### src/rtl/bit_grouper.sv
// bit_grouper: packs a serial coded-bit stream into 2/4/6/8-bit symbol
// groups (selected by M at frame start), presents them through a 1-deep
// valid/ready output register, zero-pads a trailing partial group and
// flags groups dropped under backpressure.
module bit_grouper (
  input  logic       clk,
  input  logic       rst,
  input  logic [1:0] M,
  input  logic       start,
  input  logic       bit_in,
  input  logic       bit_valid,
  input  logic       group_ready,
  output logic [7:0] group_data,
  output logic       group_valid,
  output logic       done,
  output logic       busy,
  output logic       overflow
);

  typedef enum logic [1:0] {S_IDLE, S_COLLECT, S_FLUSH, S_DONE} state_t;

  state_t      state_q, state_d;
  logic [1:0]  m_q, m_d;
  logic [3:0]  cnt_q, cnt_d;
  logic [7:0]  sh_q, sh_d;
  logic [7:0]  data_q, data_d;
  logic        vld_q, vld_d;
  logic        ovf_q, ovf_d;

  logic [3:0]  n_bits;     // group size for the latched modulation
  logic [3:0]  cnt_inc;
  logic [3:0]  cnt_after;  // count after this cycle's bit, used for close
  logic [7:0]  sh_shift;
  logic [7:0]  padded;
  logic        grp_done;
  logic        can_load;

  assign n_bits    = {1'b0, m_q, 1'b0} + 4'd2;
  assign cnt_inc   = cnt_q + 4'd1;
  assign sh_shift  = {sh_q[6:0], bit_in};
  assign grp_done  = bit_valid && (cnt_inc == n_bits);
  assign cnt_after = !bit_valid ? cnt_q : (grp_done ? 4'd0 : cnt_inc);
  // Shift register only ever holds the current partial group, so the
  // upper bits are already zero and left-shifting pads the LSBs.
  assign padded    = sh_q << (n_bits - cnt_q);
  // Output register is free, or is being emptied on this very edge.
  assign can_load  = !vld_q || group_ready;

  // State and datapath registers, cleared asynchronously by rst.
  always_ff @(posedge clk or posedge rst) begin
    if (rst) begin
      state_q <= S_IDLE;
      m_q     <= 2'd0;
      cnt_q   <= 4'd0;
      sh_q    <= 8'd0;
      data_q  <= 8'd0;
      vld_q   <= 1'b0;
      ovf_q   <= 1'b0;
    end else begin
      state_q <= state_d;
      m_q     <= m_d;
      cnt_q   <= cnt_d;
      sh_q    <= sh_d;
      data_q  <= data_d;
      vld_q   <= vld_d;
      ovf_q   <= ovf_d;
    end
  end

  // Next-state: frame open/close sequencing.
  always_comb begin
    state_d = state_q;
    case (state_q)
      S_IDLE:    if (start) state_d = S_COLLECT;
      S_COLLECT: if (!start) state_d = (cnt_after != 4'd0) ? S_FLUSH : S_DONE;
      S_FLUSH:   if (can_load) state_d = S_DONE;
      default:   state_d = S_IDLE;
    endcase
  end

  // Datapath: bit collection, group formation and output register load.
  always_comb begin
    m_d    = m_q;
    cnt_d  = cnt_q;
    sh_d   = sh_q;
    data_d = data_q;
    vld_d  = vld_q;
    ovf_d  = ovf_q;
    if (vld_q && group_ready) vld_d = 1'b0;
    case (state_q)
      S_IDLE: begin
        if (start) begin
          m_d   = M;
          cnt_d = 4'd0;
          sh_d  = 8'd0;
          ovf_d = 1'b0;
        end
      end
      S_COLLECT: begin
        if (grp_done) begin
          cnt_d = 4'd0;
          sh_d  = 8'd0;
          if (can_load) begin
            data_d = sh_shift;
            vld_d  = 1'b1;
          end else begin
            ovf_d  = 1'b1;   // register busy: drop the new group
          end
        end else if (bit_valid) begin
          cnt_d = cnt_inc;
          sh_d  = sh_shift;
        end
      end
      S_FLUSH: begin
        if (can_load) begin
          data_d = padded;
          vld_d  = 1'b1;
          cnt_d  = 4'd0;
          sh_d   = 8'd0;
        end
      end
      default: ;
    endcase
  end

  // Outputs.
  always_comb begin
    group_data  = data_q;
    group_valid = vld_q;
    overflow    = ovf_q;
    done        = (state_q == S_DONE);
    busy        = (state_q != S_IDLE);
  end

endmodule

### config.mk
export PLATFORM = sky130hd
export DESIGN_NAME = bit_grouper
export DESIGN_NICKNAME = d
export VERILOG_FILES = /design/src/rtl/bit_grouper.sv
export SDC_FILE = /design/constraint.sdc
export NUM_CORES = 1
export LEC_CHECK = 0
export CAP_MARGIN = 20
export CELL_PAD_IN_SITES_DETAIL_PLACEMENT = 1
export CELL_PAD_IN_SITES_GLOBAL_PLACEMENT = 1
export CORE_UTILIZATION = 47
export DETAILED_ROUTE_END_ITERATION = 8
export PLACE_DENSITY = 0.84
export SYNTH_ARGS = -nofsm -noshare
export SYNTH_HDL_FRONTEND = slang
export SYNTH_SLANG_ARGS = --single-unit
### constraint.sdc
create_clock -name clk -period 6.87 [get_ports clk]
set_input_delay 1.374 -clock clk [delete_from_list [all_inputs] [get_ports clk]]
set_output_delay 1.374 -clock clk [all_outputs]
set_load 0.05 [all_outputs]
==> impl_metrics.ini, run 1 <==
[synth]
ys_ff_latch = 26
synthDistinctLibCells = 37
synth_area_um2 = 1680
netlist_top_cells_count = dfrtp_1, nand2_1, mux2_2
postSynthCellCount = 165
ys_async_sr_fraction = 1.00
synth_most_common_cell = dfrtp_1
synth_warnings = 0
synth_edf_count = 0
synth_area_leaders = dfrtp_1, mux2_2, ha_1
synth_ff_type = dfrtp_1
yosysSeqAreaShare = 0.387
synth_top_area_share = 0.387
yosys.area.top_type = dfrtp_1
syn_nets = 184
syn_avg_cell_area_um2 = 10.2

[clock_tree]
clk_latency_ns = 0.32
ctsLongestPathBuffers = 2
cts_buffers = 3
clock_sinks = 26
cts_tree = yes
post_cts_resized = 0
hold_buffers = 0
clkTransAtPathRegs_ns = 0.15
cts-root-buf = clkbuf_4
h-tree-depth = 1
postCtsSetupBuffers = 0

[timing]
min_period_ns = 3.38
setup_tns_ns = 0
setup_violations = 0
drv_slew = 0
clock_skew_ns = 0.0164
hold_violations = 0
whs_ns = 0.528
max_slew.worst_pin.slew_ns = 0.635
rsz0062_at_grt = false
relSlewSlack = 0.575
period_share = 0.492
fin_ws_ns = 3.49
fmax_mhz = 296

[worst_setup_path]
r2r.worst_path.cells = 7
worstPathRequired_ns = 5.50
crit_type = register to output pin
worst-r2r-setup-slack_ns = 4.03
setup.worst_path.end_class = output pin
timing.rr.start = cnt_q[0]
r2r-end = group_data[6]
start_kind = register
worstPathArrival_ns = 2.01
crit_fanout = 5

[floorplanning]
die_x_um = 61.8
initial_utilization = 0.495
fp.dieH_um = 61.8
die_area_um2 = 3820
coreArea_um2 = 3390
ioPinCount = 20
row_count = 21

[routing]
ant_nets = 0
first_pass_iters = 4
drt-wirelength-per-cell_um = 17.4
wirelength_mm = 3.97
vias = 1313
drc = 0
avgViaCountPerCell = 5.73
drt-initial-drc-count = 56

[global_routing]
antenna_found_initial = 0
grt_max_degree = 27
grtUsageTotal = 0.228
overflow = 0
grt_pass1_wl_mm = 6.34
grt_pass1_vias = 1376

[worst_hold_path]
min_path_type = register to register
min_from = group_data[7]
holdPathStages = 1
holdPathEnd = group_data[7]

[job]
maxCapViolations = 0

[final_layout]
final_util = 0.582
antennaDiodeCount = 0
nets = 203
drive_above_1_share = 0.142
syn_to_final_growth_pct = 17.5
nFillCells = 374

[power_and_ir_drop]
leakagePower_nw = 0.852
power_frac_comb = 0.629
power.total_mw = 0.916
intPower_mw = 0.466
clkPwrFrac = 0.115
p_sw_frac = 0.491
powerDensity_nw_per_um2 = 464
switchingPower_mw = 0.450
pwr-share-seq = 0.257
ir_worst_vdd_mv = 0.255

[outcome]
status = completed

[placed_design]
dp_slack_ns = 3.50
gp_congestion = 0.862
io_buffers = 19
dpl.hpwl_mm = 3.06
sequential cells by signal, indices dropped and copies added (netlist names):
register / count
sh_q: 8
group_data: 8
m_q: 2
state_q: 2
group_valid: 1
overflow: 1
cnt_q: 4
area by class of cell:
| type | count | area [um^2] | share of cell area |
|---|---|---|---|
| Sequential cell | 26 | 651 | 0.330 |
| Timing Repair Buffer | 20 | 218 | 0.110 |
| Tap cell | 46 | 57.6 | 0.0292 |
| Inverter | 13 | 48.8 | 0.0247 |
| Clock buffer | 3 | 22.5 | 0.0114 |
| Multi-Input combinational cell | 120 | 946 | 0.479 |
| Clock inverter | 1 | 30.0 | 0.0152 |
power by group through the flow:
stage	Clock (mW)	Sequential, mW	Combinational (mW)
after global routing	0.113	0.242	0.623
after CTS	0.107	0.235	0.574
after detailed placement	0	0.238	0.572
after global placement	0	0.235	0.545
after floorplan	0	0.273	0.391
final	0.105	0.235	0.576
layout by cell type, fill, tap and decap left out, drive strengths merged, types with 4 or more instances in the layout:
master         instances
xnor2                  4
clkdlybuf4s50         19
mux2i                  5
mux2                  13
dfrtp                 26
a31oi                  5
a22o                   9
o21ai                  7
ha                     9
a21oi                  8
nand2                 17
o2bb2ai                8
nor2                  11
inv                   12
stage by stage:
stage          instance area, um^2  instances
4_1_cts                       1950        228
6_report                      1970        229
3_3_place_gp                  1890        224
5_1_grt                       1970        229
3_5_place_dp                  1890        224
2_1_floorplan                 1680        165
kinds of logic after synthesis:
logic type | share of synthesized area
AO/OA/AOI/OAI | 0.195
AND/OR/NAND/NOR | 0.118
flip-flops | 0.387
buffers and inverters | 0.0492
multiplexers | 0.119
adder cells (fa/ha/maj) | 0.0909
XOR/XNOR | 0.0402
per-layer routing:
metal | wire [um] | part of all wire | track usage
met5 | 0 | 0 | 0
met3 | 99 | 0.025 | 0.0228
met1 | 1720 | 0.43 | 0.294
met2 | 2130 | 0.54 | 0.418
met4 | 22 | 0.0055 | 0.0476
worst max path at each step:
stage	endpoint	start	slack [ns]	cells past startpoint
3_5_place_dp	group_data[3]	bit_valid	3.50	6
2_1_floorplan	cnt_q[0]	group_ready	4.27	5
3_3_place_gp	group_data[6]	bit_valid	3.56	6
5_1_grt	busy	state_q[0]	3.42	4
6_report	busy	state_q[0]	3.49	4
4_1_cts	busy	state_q[0]	3.47	4
critical path, stage by stage, from the launching register on:
cell	delay [ns]
dfrtp_1	0.44
inv_1	0.09
ha_1	0.24
inv_1	0.11
clkdlybuf4s50_1	0.81
Note: power is estimated with default switching activity, not from simulation.
==> run 2, diff against run 1 <==
Settings changed: CORE_UTILIZATION 47 to 39, PLACE_DENSITY 0.84 to 0.74.
Clock period 6.87 ns to 2.8 ns, I/O delays scaled along.
==> run 2 against run 1 <==
Worst hold slack worse by 0.013 ns; cell area is 0.57% higher; critical path depth is 4 higher; first-iteration DRC count is 7.1% higher; sequential share of layout area is 0.19 points lower; via count is 3.4% higher; largest cell class unchanged; largest power group unchanged; highest routed layer unchanged.
==> impl_metrics.ini, run 2 (synthesis results as in run 1) <==
[outcome]
status = completed

[final_layout]
syn_to_final_growth_pct = 18.2
final_util = 0.489
antennaDiodeCount = 0
fin_area_um2 = 1980
mostFrequentLayoutCells = dfrtp_1, clkdlybuf4s50_1, nand2_1
drive_above_1_share = 0.160
layout_commonest_cell = dfrtp_1
nets = 208

[worst_setup_path]
setup.worst_path.end_class = register
cpMostUsedCell = ha_1
timing.rr.start = m_q[0]
slowest_delay_ns = 0.60
r2r-end = group_data[6]
worst-r2r-setup-slack_ns = 0.19
slowest_stage = or4b_2
worstPathRequired_ns = 3.02
start_kind = register
r2r.worst_path.cells = 8
worstPathArrival_ns = 2.83
crit_fanout = 4
crit_type = register to register
crit_chain = ha_1 > ha_1 > a21o_1 > a31oi_1 > xor2_1 > or4b_2 > o221ai_1 > mux2_2

[clock_tree]
postCtsSetupBuffers = 0
post_cts_resized = 0
h-tree-depth = 1
cts-root-buf = clkbuf_8
cts_buffers = 3
cts_tree = yes
clkTransAtPathRegs_ns = 0.08
hold_buffers = 0
clock_sinks = 26
clk_latency_ns = 0.28
ctsLongestPathBuffers = 2

[routing]
wirelength_mm = 4.18
avgViaCountPerCell = 5.73
ant_nets = 0
drc = 0
drt-wirelength-per-cell_um = 17.6
first_pass_iters = 4
drt-initial-drc-count = 60
vias = 1357

[global_routing]
overflow = 0
grtUsageTotal = 0.203
grt_pass1_vias = 1413
grt_pass1_wl_mm = 6.84
grt_max_degree = 27
antenna_found_initial = 0

[floorplanning]
ioPinCount = 20
die_area_um2 = 4570
initial_utilization = 0.414
die_x_um = 67.6
coreArea_um2 = 4060
fp.dieH_um = 67.6
row_count = 23

[worst_hold_path]
holdPathEnd = group_data[7]
holdPathStages = 1
min_path_type = register to register
min_from = group_data[7]

[timing]
setup_tns_ns = 0
period_share = 0.933
min_period_ns = 2.61
max_slew.worst_pin.slew_ns = 0.614
clock_skew_ns = 0.00729
fmax_mhz = 383
setup_violations = 0
drv_slew = 0
hold_violations = 0
relSlewSlack = 0.589
whs_ns = 0.515
rsz0062_at_grt = false

[placed_design]
dpl_cell_area_um2 = 1940
io_buffers = 19
dpl.hpwl_mm = 3.16
gp_congestion = 0.796

[power_and_ir_drop]
powerDensity_nw_per_um2 = 1140
ir_worst_vdd_mv = 0.519
leakagePower_nw = 0.863

[job]
maxCapViolations = 0
run 2: power by group:
part | switching, mW | internal, mW
Sequential | 0.0943 | 0.467
Clock | 0.121 | 0.0969
Combinational | 0.903 | 0.581
run 2: per-layer routing:
layer / vias up / GRT usage / wire, um
met4: 0 / 0.0798 / 58
met5: - / 0 / 0
met2: 14 / 0.351 / 2120
met3: 5 / 0.0287 / 83
met1: 694 / 0.250 / 1920
li1: 644 / - / -
run 2: layout make-up:
cell class / count / area (um^2)
fill: 456 / 2070
multi-input combinational: 120 / 946
clock buffer: 3 / 41.3
timing repair buffer: 25 / 235
sequential: 26 / 651
tap: 50 / 62.6
inverter: 13 / 48.8
run 2: stage by stage:
| step | instances | total power [mW] | setup slack [ns] |
|---|---|---|---|
| after floorplan | 165 | 1.63 | 0.321 |
| after CTS | 236 | 2.24 | 0.0794 |
| after global placement | 233 | 1.94 | 0.239 |
| after global routing | 237 | 2.43 | 0.0278 |
| after detailed placement | 233 | 2.01 | 0.159 |
| final | 237 | 2.26 | 0.187 |
run 2: worst max-delay path by stage:
stage                                to  cells past startpoint  slack, ns    from
final                     group_data[6]                      8       0.19  m_q[0]
after global routing      group_data[6]                      8       0.03  m_q[0]
after CTS                 group_data[6]                      8       0.08  m_q[0]
after detailed placement  group_data[6]                      8       0.16  m_q[0]
after global placement    group_data[6]                      8       0.24  m_q[0]
after floorplan           group_data[6]                      8       0.32  m_q[0]
run 2: critical path: cells and delay by family, from the launching register on:
kind,cells,cell delay [ns]
fa+ha+maj,2,0.70
simple gates,1,0.60
compound gates,3,0.45
flops,1,0.44
xor+xnor,1,0.19
mux,1,0.19
==> run 3, diff against run 2 <==
Settings changed: GPL_ROUTABILITY_DRIVEN set to 0.
==> results of run 3 <==
Same layout as run 2: the final DEF is identical, and so are final timing and power.
